## src/rtl/note_request_tracker.sv

```systemverilog
// Pending-note tracker: it collects voice requests, accepts one-hot grants from an
// external fixed-priority arbiter, and services each granted voice for SERVICE_CYCLES cycles.
module note_request_tracker #(
  parameter int n              = 8,
  parameter int SERVICE_CYCLES = 4
) (
  input  logic                  clk,
  input  logic                  reset,
  input  logic                  note_valid,
  input  logic [$clog2(n)-1:0]  note_index,
  input  logic [n-1:0]          grant,
  output logic [n-1:0]          request,
  output logic                  busy,
  output logic                  served_valid,
  output logic [$clog2(n)-1:0]  served_index,
  output logic [$clog2(n):0]    pending_count,
  output logic                  dup_error,
  output logic                  grant_error
);
  localparam int IW = $clog2(n);
  localparam int CW = IW + 1;
  localparam logic [7:0]   LOAD = 8'(SERVICE_CYCLES - 1);
  localparam logic [n-1:0] ONE  = n'(1);

  typedef enum logic {IDLE, SERVE} state_t;

  state_t          r_state, w_state_nxt;
  logic [7:0]      r_cnt, w_cnt_nxt;
  logic [n-1:0]    r_req, w_req_nxt, w_clr, w_set;
  logic [IW-1:0]   r_idx, w_gidx;
  logic            r_dup, r_gerr;
  logic            w_legal, w_accept, w_illegal, w_dup;
  logic [CW-1:0]   w_pop;

  // Legal grant: exactly one bit set, and that bit is currently requested.
  assign w_legal = (grant != '0) && ((grant & (grant - ONE)) == '0) && ((grant & r_req) == grant);

  always_comb begin
    w_gidx = '0;
    for (int i = 0; i < n; i++)
      if (grant[i]) w_gidx = IW'(i);
  end

  always_comb begin
    w_pop = '0;
    for (int i = 0; i < n; i++)
      w_pop = w_pop + CW'(r_req[i]);
  end

  always_comb begin
    w_state_nxt = r_state;
    w_cnt_nxt   = r_cnt;
    w_accept    = 1'b0;
    w_illegal   = 1'b0;
    case (r_state)
      IDLE: begin
        if (grant != '0) begin
          if (w_legal) begin
            w_accept    = 1'b1;
            w_state_nxt = SERVE;
            w_cnt_nxt   = LOAD;
          end else begin
            w_illegal = 1'b1;
          end
        end
      end
      SERVE: begin
        if (r_cnt == 8'd0) w_state_nxt = IDLE;
        else               w_cnt_nxt   = r_cnt - 8'd1;
      end
      default: w_state_nxt = IDLE;
    endcase
  end

  // A new note on the bit being accepted this cycle wins over the clear.
  always_comb begin
    w_clr = w_accept ? grant : '0;
    w_set = '0;
    w_set[note_index] = note_valid;
    w_req_nxt = (r_req & ~w_clr) | w_set;
    w_dup = note_valid && r_req[note_index] && !w_clr[note_index];
  end

  always_ff @(posedge clk) begin
    if (reset) begin
      r_state <= IDLE;
      r_cnt   <= 8'd0;
      r_req   <= '0;
      r_idx   <= '0;
      r_dup   <= 1'b0;
      r_gerr  <= 1'b0;
    end else begin
      r_state <= w_state_nxt;
      r_cnt   <= w_cnt_nxt;
      r_req   <= w_req_nxt;
      if (w_accept)  r_idx  <= w_gidx;
      if (w_dup)     r_dup  <= 1'b1;
      if (w_illegal) r_gerr <= 1'b1;
    end
  end

  assign request       = r_req;
  assign busy          = (r_state == SERVE);
  assign served_valid  = (r_state == SERVE) && (r_cnt == 8'd0);
  assign served_index  = r_idx;
  assign pending_count = w_pop;
  assign dup_error     = r_dup;
  assign grant_error   = r_gerr;
endmodule

```

## config.mk

```make
export PLATFORM = sky130hd
export DESIGN_NAME = note_request_tracker
export DESIGN_NICKNAME = d
export VERILOG_FILES = /design/src/rtl/note_request_tracker.sv
export SDC_FILE = /design/constraint.sdc
export NUM_CORES = 1
export LEC_CHECK = 0
export BUFFER_PORTS_ARGS = -buffer_cell sky130_fd_sc_hd__buf_2
export CAP_MARGIN = 5
export CORE_UTILIZATION = 50
export DETAILED_ROUTE_END_ITERATION = 6
export GPL_TIMING_DRIVEN = 0
export PLACE_DENSITY = 0.72
export SKIP_CTS_REPAIR_TIMING = 1
export SYNTH_ARGS = -nofsm -noshare
export SYNTH_HDL_FRONTEND = slang
export SYNTH_SLANG_ARGS = --single-unit
```

## constraint.sdc

```tcl
create_clock -name clk -period 4.3 [get_ports clk]
set_input_delay 1.075 -clock clk [delete_from_list [all_inputs] [get_ports clk]]
set_output_delay 1.075 -clock clk [all_outputs]
set_load 0.02 [all_outputs]
```

==> run_results.csv, run 1 <==
group,metric,value,unit
sta,hold_ws,0.484,ns
cells_and_area,multi_input_area,980,um^2
critical_path,reg2reg_to,"served_index[1]",
hold_path,holdCritStartpoint,"grant_error",
power_and_ir_drop,p_leak,0.000687,uW
synthesis,yosysTopAreaCell,"dfxtp_1",
critical_path,crit_arrival,3.14,ns
critical_path,r2r_start,"request[3]",
critical_path,r2r_slack,2.23,ns
synthesis,ys_seq_area_frac,0.288,
synthesis,synth.area.top_cells,"dfxtp_1 29%, fa_1 5.2%, a311oi_1 4.6%, inv_1 4.4%, a21oi_1 3.3%",
die,die_w,57.3,um
die,start_util,0.541,
sta,finalHoldViolCount,0,
cells_and_area,stdcell_count,241,
sta,fin_skew,0.00144,ns
synthesis,syn_area,1530,um^2
sta,finalSetupViolCount,0,
power_and_ir_drop,switching_power,119,uW
critical_path,startpoint_type,"flip-flop",
synthesis,yosys_warnings,0,
critical_path,crit_path_end_kind,"primary output",
clocking,cts_root_buf,"clkbuf_4",
placed_design,place_ws,0.385,ns
sta,worstMarginPinSlew,0.561,ns
cells_and_area,finalInstanceArea,1750,um^2
clocking,cts_buffers,3,
die,dieArea,3290,um^2
routing,drc,2,
critical_path,crit_type,"reg2out",
power_and_ir_drop,p_seq_frac,0.540,
cells_and_area,layout_common_cells,"29 x buf_2, 21 x dfxtp_1, 18 x inv_1",
sta,fin_crit_sh,0.981,
power_and_ir_drop,ir_drop,0.000146,V
hold_path,hold_depth,2,
outcome,failed_checks,"DRC",
power_and_ir_drop,power,391,uW
synthesis,synth_fa_ha_area_frac,0.0915,
sta,finalWorstSetupSlack,0.0835,ns
sta,rsz0062_at_grt,"true",
global_routing,grt_use_total,0.243,
die,num_rows,19,
power_and_ir_drop,power_density,224,nW/um^2
cells_and_area,drive_above_1_share,0.219,
routing,vias_per_cell,6.37,
routing,postRouteAntennaNets,0,
synthesis,synth-simple-area-share,0.222,
run,drv_cap,0,
cells_and_area,antenna_cells,0,
routing,vias,1536,
synthesis,synth_mux_area_frac,0.0792,
die,core,2830,um^2
sta,relSlewSlack,0.616,
die,die_h,57.3,um
synthesis,ys_ff_latch,22,
sta,layout_min_cycle_time,4.22,ns
synthesis,synth_edf_count,0,
power_and_ir_drop,clkPwrFrac,0.240,
cells_and_area,area_growth_syn_to_layout,14.1,%
global_routing,grt_pass1_wl,6250,um
synthesis,synth_compound_area_frac,0.222,
die,ioPinCount,33,
clocking,cts_tree,"built",
sta,fmax,237,MHz
critical_path,critPathMaxFanout,5,
clocking,htreeDepth,1,
synthesis,syn-num-nets,200,
synthesis,synthCells,178,
clocking,cts.sinks,22,
global_routing,grt_pass1_vias,1442,
synthesis,synthXorXnorAreaFrac,0.0229,
placed_design,place_area,1720,um^2
clocking,insertion_delay,0.31,ns
cells_and_area,layout_commonest_cell,"buf_2",
power_and_ir_drop,switching_share,0.303,
synthesis,synth_top_family_by_area,"compound AO/OA/AOI/OAI gates",
synthesis,yosysUniqueCellTypes,50,
placed_design,post-dp-hpwl,2900,um
clocking,clockBufferDepth,2,
routing,wl,3840,um
global_routing,grt_max_degree,12,
hold_path,holdPathEnd,"grant_error",
routing,firstDrtPassIters,7,
routing,wl_per_cell,15.9,um
hold_path,min_path_type,"reg2reg",
synthesis,synth_ff_type,"dfxtp_1",
sta,slew_viol_final,0,
clocking,clkSlewWorstSetupHoldPaths,0.12,ns
global_routing,grt_overflow,0,
placed_design,portBuffers,29,
routing,drt_iter0_drc,78,
placed_design,gp_congestion,0.867,
outcome,status,"finished, violations left",
synthesis,avgSynthCellArea,8.60,um^2
placed_design,dp.cells,238,
synthesis,synth_top_cell_area_share,0.288,
synthesis,async_flop_share,0,
critical_path,required,3.22,ns
power_and_ir_drop,internal-power,272,uW
critical_path,reg2reg_depth,6,
global_routing,antenna_found_initial,0,
power_and_ir_drop,p_comb_frac,0.219,
cells_and_area,fin_nets,234,
cells_and_area,ff_latch_area,444,um^2
cells_and_area,fill_cells,257,
## Yosys cell counts (all sizes together) (4+ instances only)
library cell   n
a31oi          8
fa             4
nor3          11
nor2b          7
dfxtp         22
ha             4
nor2           8
clkbuf         6
nand3          5
mux2i          5
a21oi         10
o21ai          4
nand2          8
inv           18
nor4           4
a311oi         8
buf            4
## cell type report
| type | instances | share of cell area |
|---|---|---|
| inverter | 18 | 0.0387 |
| buffer | 10 | 0.0265 |
| clock buffer | 3 | 0.0129 |
| multi-input combinational | 128 | 0.561 |
| tap | 31 | 0.0222 |
| sequential | 22 | 0.254 |
| timing repair buffer | 29 | 0.0845 |
## how the worst max path moves through the flow
stage / startpoint / end / depth (start not counted)
finish: request[0] / pending_count[1] / 10
global route: request[0] / pending_count[1] / 10
CTS: request[0] / pending_count[2] / 10
detailed placement: request[0] / pending_count[2] / 10
global placement: request[0] / pending_count[2] / 10
floorplan: request[0] / pending_count[2] / 9
## worst max-delay path, cell delays in order (launching register included)
cell	delay (ns)
dfxtp_4	0.39
fa_1	0.53
inv_1	0.05
fa_1	0.49
fa_1	0.41
inv_1	0.06
ha_1	0.16
inv_1	0.06
fa_2	0.51
inv_1	0.03
buf_2	0.14
## power groups by stage
stage               Clock, uW  Sequential [uW]  Combinational (uW)
global route             98.7              212                93.9
finish                   93.8              211                85.7
global placement            0              216                81.7
floorplan                   0              220                53.9
CTS                      96.5              211                85.1
detailed placement          0              216                84.9
## cell families after synthesis
kind of cell | Yosys count
compound gates | 47
xor+xnor | 4
fa+ha+maj | 9
buf+inv | 28
flops | 22
mux | 8
simple gates | 60
## layer usage
layer,global-route usage,up-vias,part of all wire
met5,0,-,0
met4,0.122,0,0.014
met3,0.0272,8,0.068
met1,0.321,721,0.43
li1,-,740,-
met2,0.395,67,0.49
## through the flow
| step | utilization | TNS [ns] |
|---|---|---|
| floorplan | - | 0 |
| global placement | 0.606 | 0 |
| detailed placement | 0.606 | 0 |
| CTS | 0.614 | 0 |
| global route | 0.617 | -0.0127 |
| finish | 0.617 | 0 |
## sequential cells by signal (all words and copies together) (netlist names)
register / cells
grant_error: 1
served_index: 3
dup_error: 1
busy: 1
r_cnt: 8
request: 8
Note: power is estimated with default switching activity, not from simulation.
==> run 2, diff against run 1 <==
Settings changed: ABC_AREA from default to 1, PLACE_DENSITY 0.72 to 0.74.
==> run 2 against run 1 <==
The flow still finishes with violations (DRC). Final area decreased by 1.4%. Fmax increased by 0.64%. Die area decreased by 2.4%. Sequential share of layout area increased by 0.37 points. Critical endpoint unchanged.
==> run_results.csv, run 2 <==
group,metric,value,unit
placed_design,place_ws,0.382,ns
outcome,failed_checks,"DRC",
routing,firstDrtPassIters,7,
global_routing,grt_max_degree,12,
die,die_h,56.7,um
die,num_rows,19,
routing,wl_per_cell,11.8,um
global_routing,grt_pass1_vias,1399,
power_and_ir_drop,p_leak,0.000867,uW
cells_and_area,fin_nets,289,
sta,slew_viol_final,0,
routing,wl,3510,um
sta,fin_crit_sh,0.974,
routing,drc,10,
cells_and_area,drive_above_1_share,0.166,
synthesis,synth_top_cell_area_share,0.295,
routing,postRouteAntennaNets,0,
critical_path,required,3.22,ns
clocking,cts_root_buf,"clkbuf_4",
critical_path,startpoint_type,"flip-flop",
synthesis,synth.area.top_cells,"dfxtp_1 29%, nand2_1 13%, inv_1 11%, nor2_1 7.5%, a21oi_1 5.7%",
synthesis,synth_commonest_cells,"52 x nand2_1, 44 x inv_1, 30 x nor2_1",
sta,relSlewSlack,0.681,
critical_path,cpMostUsedCell,"inv_1",
global_routing,grt_use_total,0.235,
die,die_w,56.7,um
synthesis,yosys_warnings,0,
power_and_ir_drop,power_density,217,nW/um^2
synthesis,avgSynthCellArea,6.50,um^2
die,start_util,0.533,
sta,worstMarginPinSlew,0.479,ns
clocking,cts_tree,"built",
sta,finalHoldViolCount,0,
cells_and_area,layout_commonest_cell,"nand2_1",
sta,rsz0062_at_grt,"false",
die,ioPinCount,33,
critical_path,r2r_slack,2.45,ns
sta,finalSetupViolCount,0,
synthesis,yosysUniqueCellTypes,28,
placed_design,post-dp-hpwl,2770,um
cells_and_area,antenna_cells,0,
run,drv_cap,0,
clocking,cts.sinks,22,
sta,finalWorstSetupSlack,0.110,ns
sta,setup_tns,0,ns
critical_path,cp_cell_sequence,"fa_1, inv_1, fa_1, fa_1, inv_1, ha_1, inv_1, fa_2, inv_1, buf_2",
clocking,htreeDepth,1,
die,core,2810,um^2
routing,vias,1501,
cells_and_area,area_growth_syn_to_layout,15.2,%
clocking,clockBufferDepth,2,
clocking,cts_buffers,3,
critical_path,slowest_stage,"fa_1",
placed_design,portBuffers,32,
global_routing,antenna_found_initial,0,
critical_path,critPathMaxFanout,5,
synthesis,syn-num-nets,252,
critical_path,crit_arrival,3.11,ns
synthesis,synth_ff_type,"dfxtp_1",
sta,layout_min_cycle_time,4.19,ns
routing,vias_per_cell,5.07,
die,dieArea,3210,um^2
sta,fin_skew,0.00353,ns
synthesis,async_flop_share,0,
sta,fmax,239,MHz
outcome,status,"finished, violations left",
synthesis,syn_area,1490,um^2
placed_design,gp_congestion,0.868,
global_routing,grt_overflow,0,
global_routing,grt_pass1_wl,5920,um
critical_path,critical_path.max_stage_delay,0.53,ns
synthesis,yosysTopAreaCell,"dfxtp_1",
critical_path,crit_path_end_kind,"primary output",
synthesis,ys_ff_latch,22,
clocking,clkSlewWorstSetupHoldPaths,0.12,ns
synthesis,synth_edf_count,0,
power_and_ir_drop,ir_drop,0.000138,V
synthesis,synthCells,230,
hold_path,min_path_type,"reg2reg",
synthesis,ys_seq_area_frac,0.295,
synthesis,yosysMostFrequentCell,"nand2_1",
cells_and_area,layout_common_cells,"52 x nand2_1, 44 x inv_1, 33 x buf_2",
critical_path,crit_type,"reg2out",
routing,drt_iter0_drc,76,
clocking,insertion_delay,0.30,ns
## run 2: layout make-up
class                           count  area [um^2]
Buffer                              3         12.5
Clock buffer                        3         22.5
Inverter                           44          165
Sequential cell                    22          444
Multi-Input combinational cell    161          878
Timing Repair Buffer               32          160
Fill cell                         296         1080
Tap cell                           31         38.8
## run 2: cell families after synthesis
| family | share of synthesized area |
|---|---|
| compound gates | 0.147 |
| xor+xnor | 0.0235 |
| fa+ha+maj | 0.0871 |
| buf+inv | 0.119 |
| flops | 0.295 |
| simple gates | 0.329 |
## run 2: metrics by stage
| step | instances | utilization | total power, uW | area (um^2) | hold WS, ns |
|---|---|---|---|---|---|
| 6_report | 296 | 0.614 | 374 | 1720 | 0.452 |
| 3_5_place_dp | 293 | 0.603 | 286 | 1690 | 0.440 |
| 4_1_cts | 296 | 0.612 | 379 | 1720 | 0.458 |
| 5_1_grt | 296 | 0.614 | 394 | 1720 | 0.494 |
| 2_1_floorplan | 230 | - | 260 | 1490 | 0.464 |
| 3_3_place_gp | 293 | 0.603 | 286 | 1690 | 0.438 |
## run 2: worst max-delay path: cells and delay by family (launching register included)
kind	cells	cell delay, ns
adders and majority gates	5	2.10
buffers and inverters	5	0.34
DFF	1	0.38
## run 2: per-layer routing
| layer | GRT usage | vias up | part of all wire |
|---|---|---|---|
| li1 | - | 797 | - |
| met1 | 0.289 | 656 | 0.46 |
| met2 | 0.413 | 38 | 0.49 |
| met3 | 0.0369 | 10 | 0.042 |
| met4 | 0.0821 | 0 | 0.015 |
| met5 | 0 | - | 0 |
## run 2: final timing paths
| path | from | end | cells after the start |
|---|---|---|---|
| worst max register to register | request[4] | r_cnt[4] | 13 |
| worst min-delay path | dup_error | dup_error | 2 |
| worst max-delay path | request[0] | pending_count[1] | 10 |
| worst min register to register | dup_error | dup_error | 2 |
## run 2: where the power goes
part | total, uW | internal [uW] | switching (uW)
logic | 70.9 | 24.1 | 46.9
clock network | 91.9 | 32.6 | 59.2
registers | 211 | 207 | 3.81
total | 374 | 264 | 110
==> run 3, diff against run 2 <==
Settings changed: CORE_UTILIZATION 50 to 40, PLACE_DENSITY 0.74 to default.
==> run 3 against run 2 <==
The run now ends clean. Hold slack better by 0.00067 ns. Clock power is 110% higher. Critical path depth stayed put. Non-clock buffer count stayed put. First-iteration DRC count is 9.2% lower. Die area is 24% higher. Global-route usage is 4.1 points lower. Register-to-register slack hardly changed. Utilization is 10 points lower. Largest power group unchanged.
==> run_results.csv, run 3 (synthesized netlist as in run 2, its figures left out) <==
group,metric,value,unit
global_routing,grt_pass1_wl,6110,um
cells_and_area,drive_above_1_share,0.162,
placed_design,gp_congestion,0.871,
sta,slew_viol_final,0,
die,core,3470,um^2
sta,fin_crit_sh,0.965,
cells_and_area,ff_latch_area,440,um^2
hold_path,min_path_type,"reg2reg",
routing,drt_iter0_drc,69,
clocking,cts_root_buf,"clkbuf_8",
routing,firstDrtPassIters,4,
sta,finalHoldViolCount,0,
sta,setup_tns,0,ns
run,drv_cap,0,
die,die_h,63.1,um
global_routing,grt_use_total,0.194,
critical_path,crit_path_end,"pending_count[2]",
critical_path,reg2reg_to,"r_cnt[4]",
global_routing,grt_pass1_vias,1346,
critical_path,cp_cell_sequence,"fa_1, inv_1, fa_1, fa_1, inv_1, ha_1, inv_1, fa_1, xnor2_1, buf_2",
critical_path,crit_path_end_kind,"primary output",
global_routing,antenna_found_initial,0,
critical_path,cpMostUsedCell,"fa_1",
outcome,status,"finished clean",
routing,wl,3600,um
critical_path,slowest_stage,"fa_1",
die,start_util,0.431,
sta,fmax,241,MHz
critical_path,r2r_start,"request[4]",
sta,hold_ws,0.453,ns
critical_path,critPathLaunch,"request[0]",
routing,vias,1510,
critical_path,reg2reg_depth,13,
sta,finalSetupViolCount,0,
critical_path,critPathMaxFanout,5,
cells_and_area,utilization,0.514,
cells_and_area,layout_commonest_cell,"nand2_1",
hold_path,holdCritStartpoint,"dup_error",
clocking,cts_buffers,3,
global_routing,grt_overflow,0,
placed_design,post-dp-hpwl,2810,um
sta,rsz0062_at_grt,"false",
cells_and_area,antenna_cells,0,
sta,fin_skew,0.00368,ns
cells_and_area,multi_input_area,876,um^2
sta,layout_min_cycle_time,4.15,ns
clocking,cts_tree,"built",
clocking,clkSlewWorstSetupHoldPaths,0.08,ns
routing,vias_per_cell,4.84,
cells_and_area,fin_nets,289,
clocking,insertion_delay,0.26,ns
clocking,clockBufferDepth,2,
global_routing,grt_max_degree,14,
critical_path,r2r_slack,2.45,ns
power_and_ir_drop,p_leak,0.000887,uW
die,dieArea,3980,um^2
cells_and_area,area_growth_syn_to_layout,19.3,%
die,die_w,63.1,um
cells_and_area,layout_common_cells,"52 x nand2_1, 44 x inv_1, 33 x buf_2",
critical_path,startpoint_type,"flip-flop",
critical_path,critical_path.max_stage_delay,0.55,ns
routing,postRouteAntennaNets,0,
power_and_ir_drop,power_density,267,nW/um^2
clocking,htreeDepth,1,
sta,worstMarginPinSlew,0.485,ns
die,num_rows,21,
routing,wl_per_cell,11.5,um
routing,drc,0,
power_and_ir_drop,ir_drop,0.000239,V
placed_design,portBuffers,32,
cells_and_area,fill_cells,380,
clocking,cts.sinks,22,
sta,relSlewSlack,0.676,
critical_path,required,3.22,ns
critical_path,crit_arrival,3.08,ns
die,ioPinCount,33,
critical_path,crit_type,"reg2out",
run 3: metal layers:
layer | vias up | wire [um] | global-route usage | share of wire
met5 | - | 0 | 0 | 0
met4 | 0 | 41 | 0.0436 | 0.011
met3 | 4 | 154 | 0.0417 | 0.043
met2 | 35 | 1690 | 0.348 | 0.47
met1 | 672 | 1710 | 0.234 | 0.48
li1 | 799 | - | - | -
run 3: worst max-delay path, delay by kind of cell, from the launching register on:
family	cells	cell delay, ns
DFF	1	0.37
adders and majority gates	5	1.97
buffers and inverters	4	0.34
xor gates and xnor gates	1	0.14
run 3: final cells by class:
cell class                 count  share of cell area
clock inverter                 1              0.0168
buffer                         3             0.00702
timing repair buffer          32              0.0898
inverter                      44              0.0926
multi-input combinational    161               0.491
sequential                    22               0.247
tap                           46              0.0323
clock buffer                   3              0.0232
run 3: worst min path at each step:
stage	depth (start not counted)	to	slack (ns)
after floorplan	2	r_cnt[7]	0.46
after global placement	2	dup_error	0.44
after detailed placement	2	dup_error	0.44
after CTS	2	dup_error	0.46
after global routing	2	dup_error	0.48
final	2	dup_error	0.45
run 3: through the flow:
| step | total power, uW | setup WS, ns | cells | instance area [um^2] |
|---|---|---|---|---|
| after global routing | 500 | 0.000149 | 312 | 1780 |
| final | 476 | 0.149 | 312 | 1780 |
| after global placement | 287 | 0.421 | 308 | 1710 |
| after detailed placement | 287 | 0.426 | 308 | 1710 |
| after floorplan | 260 | 0.334 | 230 | 1490 |
| after CTS | 484 | 0.122 | 312 | 1780 |
run 3: report_power, final:
group | total, uW | switching [uW] | leakage (uW) | internal, uW
Clock | 193 | 69.0 | 0.0000357 | 124
Sequential | 211 | 3.97 | 0.000178 | 207
Combinational | 71.0 | 47.0 | 0.000673 | 23.9
Total | 476 | 120 | 0.000887 | 356
